--- config.mk ---
export PLATFORM = sky130hd
export DESIGN_NAME = mod_add_sched
export DESIGN_NICKNAME = d
export VERILOG_FILES = /design/src/rtl/mod_add_sched.sv
export SDC_FILE = /design/constraint.sdc
export NUM_CORES = 1
export LEC_CHECK = 0
export BUFFER_PORTS_ARGS = -buffer_cell sky130_fd_sc_hd__buf_2
export CORE_AREA = 2 2 601 603
export CTS_CLUSTER_SIZE = 40
export DETAILED_ROUTE_END_ITERATION = 16
export DIE_AREA = 0 0 603 605
export SLEW_MARGIN = 20
export SYNTH_ARGS = -nofsm -noshare
export SYNTH_HDL_FRONTEND = slang
export SYNTH_SLANG_ARGS = --single-unit
--- constraint.sdc ---
create_clock -name clk -period 3 [get_ports clk]
set_input_delay 0.3 -clock clk [delete_from_list [all_inputs] [get_ports clk]]
set_output_delay 0.3 -clock clk [all_outputs]
set_load 0.1 [all_outputs]
--- src/rtl/mod_add_sched.sv ---
// mod_add_sched: round-robin scheduler that shares one multi-cycle modular
// adder (enable/done handshake) among NREQ requesters of the MSM pipeline.
// One operation is in flight at a time: IDLE grants, BUSY drives the adder
// until done, RESP returns the captured result to the granted requester.
// Optional feature macro: MOD_ADD_SCHED_TIMEOUT_EN (aborts a BUSY phase that
// lasts TIMEOUT cycles with rsp_r=0, rsp_err=1). Without it rsp_err is 0.
module mod_add_sched #(
    parameter int NREQ    = 4,
    parameter int WIDTH   = 128,
    parameter int TIMEOUT = 1024
) (
    input  logic                    clk,
    input  logic                    reset,
    input  logic [NREQ-1:0]         req_valid,
    input  logic [NREQ*WIDTH-1:0]   req_a,
    input  logic [NREQ*WIDTH-1:0]   req_b,
    output logic [NREQ-1:0]         req_ready,
    output logic [NREQ-1:0]         rsp_valid,
    output logic [WIDTH-1:0]        rsp_r,
    output logic                    rsp_err,
    output logic [WIDTH-1:0]        ma_a,
    output logic [WIDTH-1:0]        ma_b,
    output logic                    ma_enable,
    input  logic [WIDTH-1:0]        ma_r,
    input  logic                    ma_done
);

    localparam int PW = (NREQ > 1) ? $clog2(NREQ) : 1;

    // Elaboration-time sanity check of the configuration.
    if (NREQ < 2 || TIMEOUT < 1) begin : g_bad_cfg
        $error("mod_add_sched: NREQ must be >= 2 and TIMEOUT >= 1");
    end

    typedef enum logic [1:0] {
        S_IDLE = 2'd0,
        S_BUSY = 2'd1,
        S_RESP = 2'd2
    } state_t;

    state_t             r_state;
    state_t             w_state_nxt;
    logic [PW-1:0]      r_ptr;
    logic [PW-1:0]      r_gnt;
    logic [WIDTH-1:0]   r_ma_a;
    logic [WIDTH-1:0]   r_ma_b;
    logic [WIDTH-1:0]   r_rsp_r;

    logic               w_gnt_any;
    logic [PW-1:0]      w_gnt_idx;
    logic [PW-1:0]      w_scan_idx;
    logic [WIDTH-1:0]   w_sel_a;
    logic [WIDTH-1:0]   w_sel_b;
    logic               w_accept;
    logic               w_capture;
    logic               w_abort;
    logic               w_expire;

    // Round-robin search: first valid requester at or after the pointer, wrapping.
    always_comb begin
        w_gnt_any  = 1'b0;
        w_gnt_idx  = '0;
        w_scan_idx = '0;
        for (int j = 0; j < NREQ; j++) begin
            w_scan_idx = PW'((int'(r_ptr) + j) % NREQ);
            if (!w_gnt_any && req_valid[w_scan_idx]) begin
                w_gnt_any = 1'b1;
                w_gnt_idx = w_scan_idx;
            end
        end
    end

    // Operand mux selecting the granted requester's slices.
    always_comb begin
        w_sel_a = '0;
        w_sel_b = '0;
        for (int i = 0; i < NREQ; i++) begin
            if (w_gnt_idx == PW'(i)) begin
                w_sel_a = req_a[i*WIDTH +: WIDTH];
                w_sel_b = req_b[i*WIDTH +: WIDTH];
            end
        end
    end

`ifdef MOD_ADD_SCHED_TIMEOUT_EN
    localparam int CW = $clog2(TIMEOUT + 1);

    logic [CW-1:0]      r_tcnt;
    logic               r_rsp_err;

    // The last permitted BUSY cycle is the one where the count reads TIMEOUT-1.
    assign w_expire = (r_state == S_BUSY) && (r_tcnt == CW'(TIMEOUT - 1));

    // BUSY-cycle counter: held at zero outside an operation so it starts clean.
    always_ff @(posedge clk) begin
        if (reset) begin
            r_tcnt <= '0;
        end else if (r_state == S_BUSY) begin
            r_tcnt <= r_tcnt + CW'(1);
        end else begin
            r_tcnt <= '0;
        end
    end

    // Error flag accompanies the captured result; an adder done clears it.
    always_ff @(posedge clk) begin
        if (reset) begin
            r_rsp_err <= 1'b0;
        end else if (w_capture) begin
            r_rsp_err <= 1'b0;
        end else if (w_abort) begin
            r_rsp_err <= 1'b1;
        end
    end

    assign rsp_err = r_rsp_err;
`else
    assign w_expire = 1'b0;
    assign rsp_err  = 1'b0;
`endif

    // State register.
    always_ff @(posedge clk) begin
        if (reset) begin
            r_state <= S_IDLE;
        end else begin
            r_state <= w_state_nxt;
        end
    end

    // Next-state and handshake outputs; done outside BUSY is ignored by construction.
    always_comb begin
        w_state_nxt = r_state;
        req_ready   = '0;
        rsp_valid   = '0;
        ma_enable   = 1'b0;
        w_accept    = 1'b0;
        w_capture   = 1'b0;
        w_abort     = 1'b0;
        case (r_state)
            S_IDLE: begin
                // Gated with reset so a grant is never shown that will not be latched.
                if (w_gnt_any && !reset) begin
                    req_ready[w_gnt_idx] = 1'b1;
                    w_accept             = 1'b1;
                    w_state_nxt          = S_BUSY;
                end
            end
            S_BUSY: begin
                ma_enable = 1'b1;
                // A done on the expiry cycle wins over the abort.
                if (ma_done) begin
                    w_capture   = 1'b1;
                    w_state_nxt = S_RESP;
                end else if (w_expire) begin
                    w_abort     = 1'b1;
                    w_state_nxt = S_RESP;
                end
            end
            S_RESP: begin
                rsp_valid[r_gnt] = 1'b1;
                w_state_nxt      = S_IDLE;
            end
            default: begin
                w_state_nxt = S_IDLE;
            end
        endcase
    end

    // Operand latch, grant bookkeeping, round-robin pointer and result capture.
    always_ff @(posedge clk) begin
        if (reset) begin
            r_ma_a  <= '0;
            r_ma_b  <= '0;
            r_rsp_r <= '0;
            r_gnt   <= '0;
            r_ptr   <= '0;
        end else begin
            if (w_accept) begin
                r_ma_a <= w_sel_a;
                r_ma_b <= w_sel_b;
                r_gnt  <= w_gnt_idx;
                r_ptr  <= (w_gnt_idx == PW'(NREQ - 1)) ? '0 : w_gnt_idx + PW'(1);
            end
            if (w_capture) begin
                r_rsp_r <= ma_r;
            end else if (w_abort) begin
                r_rsp_r <= '0;
            end
        end
    end

    assign ma_a  = r_ma_a;
    assign ma_b  = r_ma_b;
    assign rsp_r = r_rsp_r;

endmodule

---- After elaboration in Yosys (flattened, before gate mapping) ----
Cells that the tools add are included.
storage, ports and cells
  logic and storage cells ................. 79
  input bits .............................. 1159
  output and inout bits ................... 394
  register bits ........................... 390
operators by class
  equal/unequal tests ..................... 7
  add/subtract/negate cells ............... 4
  $lt $le $gt $ge ......................... 8
  mux-type cells .......................... 41
  reduce and logical (&&, ||, !) cells .... 13
operator list
  kind                 number
  $mux 128             9
  $lt 2x3->1 const B   6
  $mux 1               15
  $mux 2               7
  $mux 4               3
  $bmux 1 s2           4
  $eq 2x2->1 const B   3
  $logic_and 1x1->1    6
  $add 2x1->2 const B  2
  $add 2x2->2 const B  2
  $demux 1 s2          2
  $eq 2x1->1 const B   2
  $ge 2x1->1 const B   2
  $logic_not 1->1      4
  $logic_not 2->1      2
  $ne 2x2->1 const B   2
  $pmux 2 s2           1
  $reduce_and 2->1     1

---- Longest topological paths before layout ----
Gate-level depths: netlist (run 1).
  depth in word-level cells ............... 18
  depth in mapped cells ................... 12
  gate-level depth less buffers ........... 9

---- Least setup slack after synthesis (run 1) ----
OpenSTA, ideal clock, no wires.
  kind .................................... flip-flop to output port
  start point ............................. reg r_state[1]
  end point ............................... out rsp_valid[0]
  path buffers ............................ 0
  data required time ...................... 2.700 ns
  path slack .............................. -0.796 ns
  arrival ................................. 3.496 ns
  cell stages (with the launch flop) ...... 2
  path through ............................ dfxtp_1 nor4b_1
on the way
  longest elaborated chain between the ends .. 2
RTL lines
  what                    RTL line  text
  start, declared         41        state_t r_state;
  start signal, assigned  127       r_state <= w_state_nxt;
  $eq 2x2->1              140       case (r_state)
  $mux 4                  140
  end, declared           18        output logic [NREQ-1:0] rsp_valid,
No other way between the ends.

---- Worst setup path after layout (run 1) ----
  start point ............................. reg r_ptr[0]
  end point ............................... out req_ready[2]
on the way
  longest elaborated chain between the ends .. 18
  elaborated cells between the ends (all ways) .. 33
  classes of those cells .................. add/sub (3); order compare (2); mux (20); reduce/logical (8)
RTL lines
  what                                                                   RTL line  text
  start, declared                                                        43        logic [PW-1:0] r_ptr;
  start signal, assigned                                                 183       r_ptr <= (w_gnt_idx == PW'(NREQ - 1)) ? '0 : w_gnt_idx + PW'(1);
  parallel branches: the longest is 11 deep, another holds $add 2x1->2   -
  $mux 2 (*)                                                             66        if (!w_gnt_any && req_valid[w_scan_idx]) begin
  named net w_gnt_idx[1]                                                 50        logic [PW-1:0] w_gnt_idx;
  $lt 2x3->1 (not written as such) / $ge 2x1->1 (equally long branches)  144       req_ready[w_gnt_idx] = 1'b1;
  $logic_and 1x1->1 (not written as such)                                144
  $mux 1 (not written as such)                                           144
  $demux 1 s2 (*)                                                        144
  $mux 4 (*)                                                             143       if (w_gnt_any && !reset) begin
  $mux 4 (*)                                                             140
  end, declared                                                          17        output logic [NREQ-1:0] req_ready,
Mark *: on every way through the listed nets, which the timed path passes. The select of a mux whose other input is x is not followed.

==> metrics.md, run 1 <==
| Metric | Value |
|---|---|
| Status | `finished, final reports clean` |
| Post-synth cell types | `36` |
| Synth warn | `0` |
| Worst-margin pin slew | `about 0.97 ns` |
| Worst Hold Path EP | `ma_a[64]$_SDFFE_PP0P_` |
| Antenna Nets Post-Route | `0` |
| CTS clk-pin slew, worst paths | `about 0.070 ns` |
| Worst slew margin | `a little over a third` |
| Initial DRC count | `3803` |
| R2R Setup Slk | `~0.16 ns` |
| FF-to-FF Start | `r_ptr[1]$_SDFFE_PP0P_` |
| Routed wire length per instance | `~34 um` |
| Gr ovfl total | `0` |
| Fin util | `between 10% and 20%` |
| Total GRT Usage | `~17%` |
| Fill cell count | `between 40000 and 50000` |
| Max Root-Sink Buffers | `3` |
| First-pass GRT wire length | `about 400 mm` |
| Final wirelength | `329 mm` |
| Avg Inst Size Synth | `between 8 and 9 sq um` |
| Crit path from | `r_ptr[0]$_SDFFE_PP0P_` |
| VDD IR max | `roughly 0.00059 V` |
| Starting density of the core | `6.38%` |
| Crit Path Max Fanout | `19` |
| Layout cells sized above 1 | `~46%` |
| Synthesized instance count | `~2700` |
| Hold depth | `4` |
| Antenna violations before repair | `slightly below 500` |
| RSZ-0062 raised after global routing | `no` |
| Slew Viols, Final | `0` |
| Lkg Pwr | `0.0199 uW` |
| Fin crit period | `approximately 2.8 ns` |
| Clock root buffer | `clkbuf_16` |
| Arrival time of the worst setup path | `roughly 2.5 ns` |
| Cell Rows | `220` |
| # nets final | `around 6000` |
| Vias per inst | `between 3 and 4` |
| Worst reg-to-reg path cell count | `11` |
| Post-synthesis cell area | `between 0.02 and 0.025 sq mm` |
| Max-cap violation count | `0` |
| Fin. Hold Viols | `0` |
| Core footprint | `between 0.3 and 0.4 sq mm` |
| Die Y | `605 um` |
| Max H-tree Level | `2` |
| Pre-antenna DRT Iters | `7` |
| Ys async rst share | `0%` |
| Number of synthesized flops with an enable pin | `0` |
| Reg-to-reg endpoint | `ma_a[20]$_SDFFE_PP0P_` |
| DPL Wire Length | `approximately 290 mm` |
| Max Clock Skew | `roughly 0.032 ns` |
| IO Pins | `between 1500 and 2000` |
| CTS tree | `done` |
| Final worst path period share | `between 90% and 100%` |
| CP Data Required Time | `between 2 and 3 ns` |
| Setup Viol. Count Final | `0` |
| GP Congestion | `around 1.0` |
| Setup TNS | `0 ns` |
| # port buffers | `roughly 1600` |
| Worst min path class | `in2reg` |
| Net Count, Synth | `~3800` |
| P&R area growth vs syn | `102%` |
| Hold Crit Start | `req_a[448]` |
| Fmax achieved | `approximately 350 MHz` |
| DRC | `0` |
| CTS Buf Count | `between 50 and 60` |
| Worst-Skew Late Latency | `around 0.76 ns` |
| P per Cell Area | `672 mW/mm^2` |
| Die width | `603 um` |
| Flops & latches, synth | `390` |
| Top_reg_cell synth | `dfxtp_1` |
| Total number of vias | `roughly 35000` |
| Vias in the first global route | `around 32000` |
| CP Class | `reg2out` |
| Seq/Total Area, Yosys | `between 30% and 40%` |
| Largest net degree at the start of global routing | `between 80 and 90` |
| Clk sinks | `~400` |
| Die area | `around 0.36 sq mm` |
| Crit end category | `output pin` |
| Startpoint types | `flop` |
[where the power goes]
part	internal (uW)	total, uW	leakage, uW	switching [uW]
clock	4150	7530	0.000965	3380
sequential	5930	6430	0.00322	505
combinational	5000	17100	0.0157	12100
[how the worst max path moves through the flow]
| stage | endpoint | slack, ns | cells after the start |
|---|---|---|---|
| floorplan | rsp_valid[2] | -0.62 | 1 |
| finish | req_ready[2] | 0.16 | 9 |
| CTS | ma_b[119]$_SDFFE_PP0P_ | 0.02 | 11 |
| detailed placement | ma_a[126]$_SDFFE_PP0P_ | 0.02 | 13 |
| global placement | ma_a[126]$_SDFFE_PP0P_ | -0.006 | 13 |
| global route | req_ready[2] | 0.003 | 9 |
[per-layer routing]
layer	routed length [um]	vias up	GRT usage (%)	part of all wire, %
met5	1990	-	0.353	0.61
met4	20700	300	8.67	6.3
met3	44700	1073	9.75	14
met2	145000	2657	27.0	44
met1	116000	16500	18.1	35
li1	-	14300	-	-
[cells in the final DEF (no fill, tap or decap), types with 2 or more instances in the layout]
cell and n:
clkinv_2 13, dfxtp_1 389, clkinvlp_4 4, buf_8 2, nor2_1 261, inv_6 3
bufbuf_16 3, nor4bb_1 2, nor2b_1 4, a211o_1 255, nand2_1 258, inv_1 258
clkbuf_16 60, buf_2 1546, a211oi_1 10, diode_2 194, bufinv_16 4, a21oi_1 386
dlygate4sd3_1 633, and2_1 3, nor3_1 2, buf_12 53, and2_4 2, ha_4 3
clkinv_16 3, buf_4 134, buf_16 5, a221oi_2 103, clkbuf_1 9, a221oi_1 153
nand3b_1 3, clkbuf_8 11, inv_8 2, a211oi_2 247
[final cells by class]
type / count / area (sq um) / share of cell area (%)
antenna: 194 / 485 / 1.05
clock buffer: 77 / 1610 / 3.49
clock inverter: 30 / 363 / 0.785
inverter: 258 / 968 / 2.09
multi-input combinational: 1708 / 12500 / 27.1
sequential: 390 / 7810 / 16.9
tap: 4773 / 5970 / 12.9
timing repair buffer: 2379 / 16500 / 35.6
[logic make-up (layout without fill, tap and decap cells)]
| group | Yosys count | count (layout) | share of synthesized area [%] |
|---|---|---|---|
| buffers and inverters | 560 | 2744 | 11.3 |
| DFF | 390 | 390 | 34.2 |
| AOI/OAI and AO/OA | 1161 | 1161 | 45.0 |
| and+or+nand+nor | 542 | 542 | 9.26 |
| other | 1 | 195 | 0.0164 |
| adders and majority gates | 4 | 4 | 0.219 |
[synth_stat cells (all sizes together) (2+ instances only)]
master	instances	share of area, %
a21oi	386	8.5
clkbuf	162	2.8
nor4bb	2	0.088
a221oi	256	13
a211oi	257	14
nand3b	3	0.099
a211o	255	9.8
nor3	2	0.044
buf	140	4.2
nor2b	6	0.20
nor2	261	4.3
inv	258	4.2
nand2	259	4.3
dfxtp	390	34
o41ai	2	0.11
ha	4	0.22
and2	5	0.14
[worst max-delay path, cell delays in order (launching register included)]
cell and delay (ns):
dfxtp_1 0.37, nor2b_1 0.08, nor2_1 0.11, o32ai_2 0.11, buf_4 0.16, inv_1 0.15, ha_4 0.23, buf_16 0.18
and2_1 0.20, buf_12 0.19
[flip-flops by register name, summed over array words and instances (netlist names)]
register,flops
r_gnt,2
rsp_r,128
ma_a,128
ma_b,128
r_ptr,2
r_state,2
[per-stage QoR]
| step | setup WS (ns) | cells | cell area, sq um | total power (uW) | hold slack [ns] |
|---|---|---|---|---|---|
| 4_1_cts | 0.0191 | 9602 | 45600 | 31200 | 0.00503 |
| 3_5_place_dp | 0.0213 | 8856 | 37100 | 22300 | 0.444 |
| 5_1_grt | 0.00290 | 9717 | 46000 | 32100 | 0.0367 |
| 6_report | 0.155 | 9809 | 46200 | 31100 | 0.0604 |
| 2_1_floorplan | -0.615 | 2658 | 22800 | 17100 | 0.436 |
| 3_3_place_gp | -0.00564 | 8856 | 37100 | 22300 | 0.439 |
[timing repair]
item,CTS,global route
pin swaps,1,3
setup endpoints to repair,3,11
resized for setup,8,8
cloned,4,3
setup buffers,3,11
hold endpoints to repair,385,0
hold buffers,633,0
Note: power is estimated with default switching activity, not from simulation.
==> run 2: changes to the inputs <==
Clock period 3 ns to 2.9 ns, I/O delays scaled along.
==> metrics.md, run 2 (synthesis results as in run 1) <==
| Metric | Value |
|---|---|
| CP Data Required Time | `3.55 ns (+0.85 ns)` |
| Routed wire length per instance | `33.4 um (-0.38%)` |
| Max-cap violation count | `0 (unchanged)` |
| Max H-tree Level | `2 (unchanged)` |
| Layout cells sized above 1 | `46.0% (+0.40 points)` |
| Sequential power share | `20.7% (about the same)` |
| CTS Buf Count | `58 (+1.8%)` |
| CTS clk-pin slew, worst paths | `0.06 ns (about the same)` |
| Clk sinks | `390 (unchanged)` |
| FF-to-FF Start | `r_ptr[0]$_SDFFE_PP0P_` |
| Crit end category | `flop` |
| Psw | `16600 uW (+3.9%)` |
| Max Clock Skew | `0.0435 ns (+0.0118 ns)` |
| Worst Hold Path EP | `ma_a[62]$_SDFFE_PP0P_` |
| Max layer used | `met5` |
| Fin crit period | `2.81 ns` |
| Worst slew margin | `36.7% (+0.62 points)` |
| Max Root-Sink Buffers | `3 (unchanged)` |
| Worst-Skew Late Latency | `0.77 ns (about the same)` |
| Antenna violations before repair | `512 (+4.9%)` |
| IO Pins | `1553 (unchanged)` |
| Vias in the first global route | `31600 (+0.23%)` |
| R2R Setup Slk | `0.09 ns (-0.07 ns)` |
| Total number of vias | `35300 (+1.3%)` |
| P per Cell Area | `693 mW/mm^2 (+3.1%)` |
| CP max-delay cell | `dfxtp_2` |
| Reg-to-reg endpoint | `ma_b[60]$_SDFFE_PP0P_` |
| Int Pwr | `15600 uW (+3.2%)` |
| Most frequent cells in the layout | `1546 x buf_2, 640 x dlygate4sd3_1, 388 x dfxtp_1` |
| WL met1 | `115 mm (-1.3%)` |
| First-pass GRT wire length | `394 mm (about the same)` |
| Initial DRC count | `3745 (-1.5%)` |
| Antenna Nets Post-Route | `0 (unchanged)` |
| DPL Wire Length | `288 mm (about the same)` |
| Largest net degree at the start of global routing | `89 (unchanged)` |
| Startpoint types | `flop` |
| Comb pwr share | `55.0% (about the same)` |
| Fin. Hold Viols | `0 (unchanged)` |
| Core footprint | `0.358 sq mm (unchanged)` |
| Lkg Pwr | `0.0200 uW (+0.67%)` |
| Clock power frac | `24.3% (about the same)` |
| Final wirelength | `329 mm (about the same)` |
| Die width | `603 um (unchanged)` |
| Pre-antenna DRT Iters | `6 (-1)` |
| Worst min path class | `in2reg` |
| Hold Crit Start | `req_a[446]` |
| Critical-path cell list | `nor2b_2 > nor2_1 > o32ai_2 > buf_4 > ha_4 > buf_16 > buf_4 > buf_4 > buf_12 > a221oi_1 > a211o_1 > a211oi_2` |
| Total GRT Usage | `17.1% (about the same)` |
| CTS tree | `done` |
| DRC | `0 (unchanged)` |
| GP Congestion | `1.07 (+2.8%)` |
| Crit Path Max Fanout | `20 (+1)` |
| Worst-margin pin slew | `0.956 ns (-0.00939 ns)` |
| Crit path from | `r_ptr[0]$_SDFFE_PP0P_` |
| Clock root buffer | `clkbuf_16` |
| Setup Viol. Count Final | `0 (unchanged)` |
| Commonest non-fill, non-tap cell in the layout | `buf_2` |
| Status | `finished, final reports clean` |
| Vias per inst | `3.58 (+0.90%)` |
| Switching part of the total | `51.7% (+0.18 points)` |
| Worst path max stage delay | `0.34 ns (-0.03 ns)` |
| # port buffers | `1551 (unchanged)` |
| RSZ-0062 raised after global routing | `no` |
| Dpl ws | `-0.249 ns (-0.271 ns)` |
| Arrival time of the worst setup path | `3.46 ns (+0.92 ns)` |
| Fin worst setup slack | `0.0901 ns (-0.0653 ns)` |
| # nets final | `5990 (+0.55%)` |
| Final worst path period share | `about 97%` |
| Cell Rows | `220 (unchanged)` |
| Fmax achieved | `~360 MHz` |
| Worst reg-to-reg path cell count | `12 (+1)` |
| Starting density of the core | `6.38% (unchanged)` |
| Gr ovfl total | `0 (unchanged)` |
| Critical Path Most Common Cell | `buf_4` |
| VDD IR max | `0.000470 V (-20%)` |
| P&R area growth vs syn | `103%` |
| Hold depth | `4 (unchanged)` |
| Setup TNS | `0 ns (unchanged)` |
| CP Class | `reg2reg` |
| Slew Viols, Final | `0 (unchanged)` |
| Die Y | `605 um (unchanged)` |
| Die area | `0.365 sq mm (unchanged)` |
| Wire length on met2 | `141 mm (-3.0%)` |
| WL met3 | `47.8 mm (+6.9%)` |
## run 2: cell count changes in the layout (fill, tap and decap cells not counted), moves of 2 or more
cell,delta
clkbuf_1,-2
buf_16,-3
inv_6,+2
dlygate4sd3_1,+7
bufbuf_16,+2
buf_12,-5
buf_4,+33
inv_8,-2
diode_2,+6
## run 2: through the flow
step	instance area, sq um	hold WS, ns	power, uW	cells	utilization (%)
after floorplan	22800	0.426	17700	2658	-
after global placement	37200	0.439	23000	8882	10.4
after detailed placement	37200	0.444	23100	8882	10.4
after CTS	45900	0.000170	32400	9644	12.8
after global routing	46200	0.0288	33300	9753	12.9
final	46400	0.0504	32200	9849	13.0
## run 2: per-layer routing
| metal | GRT usage [%] | vias up |
|---|---|---|
| met2 | 26.1 | 2800 |
| met5 | 0.235 | - |
| met4 | 9.59 | 330 |
| met3 | 10.3 | 1146 |
| met1 | 18.1 | 16700 |
| li1 | - | 14300 |
## run 2: layout make-up
class | count | area, sq um
inverter | 258 | 968
antenna | 200 | 500
sequential | 390 | 7810
fill | 41300 | 312000
multi-input combinational | 1708 | 12600
clock inverter | 32 | 349
timing repair buffer | 2411 | 16600
tap | 4773 | 5970
clock buffer | 77 | 1640
## run 2: worst max-delay path: cells and delay by family (launching register included)
kind / cells / cell delay, ns
fa+ha+maj: 1 / 0.16
buf+inv: 5 / 1.12
compound gates: 4 / 0.78
simple gates: 2 / 0.24
flops: 1 / 0.34
## run 2: power by group through the flow
| stage | logic [uW] | registers [uW] | clock network (uW) |
|---|---|---|---|
| after detailed placement | 16300 | 6740 | 0 |
| after global routing | 18400 | 6730 | 8190 |
| after CTS | 17700 | 6640 | 8080 |
| after global placement | 16300 | 6730 | 0 |
| final | 17700 | 6660 | 7820 |
| after floorplan | 5720 | 12000 | 0 |
## run 2: what timing repair did
action,in CTS,in global routing
cloned,5,1
endpoints found under the setup margin,5,82
endpoints found under the hold margin,383,0
pin swaps,0,4
resized for setup,16,3
buffers inserted,8,4
hold buffers,640,0
## run 2: worst max-delay path by stage
stage                                  to  slack, ns  depth (start not counted)
CTS                          req_ready[3]      0.007                          8
global placement    ma_a[59]$_SDFFE_PP0P_      -0.27                         11
finish              ma_b[60]$_SDFFE_PP0P_       0.09                         12
floorplan                    rsp_valid[2]      -0.71                          1
detailed placement  ma_a[59]$_SDFFE_PP0P_      -0.25                         11
global route                 req_ready[2]       0.01                          8
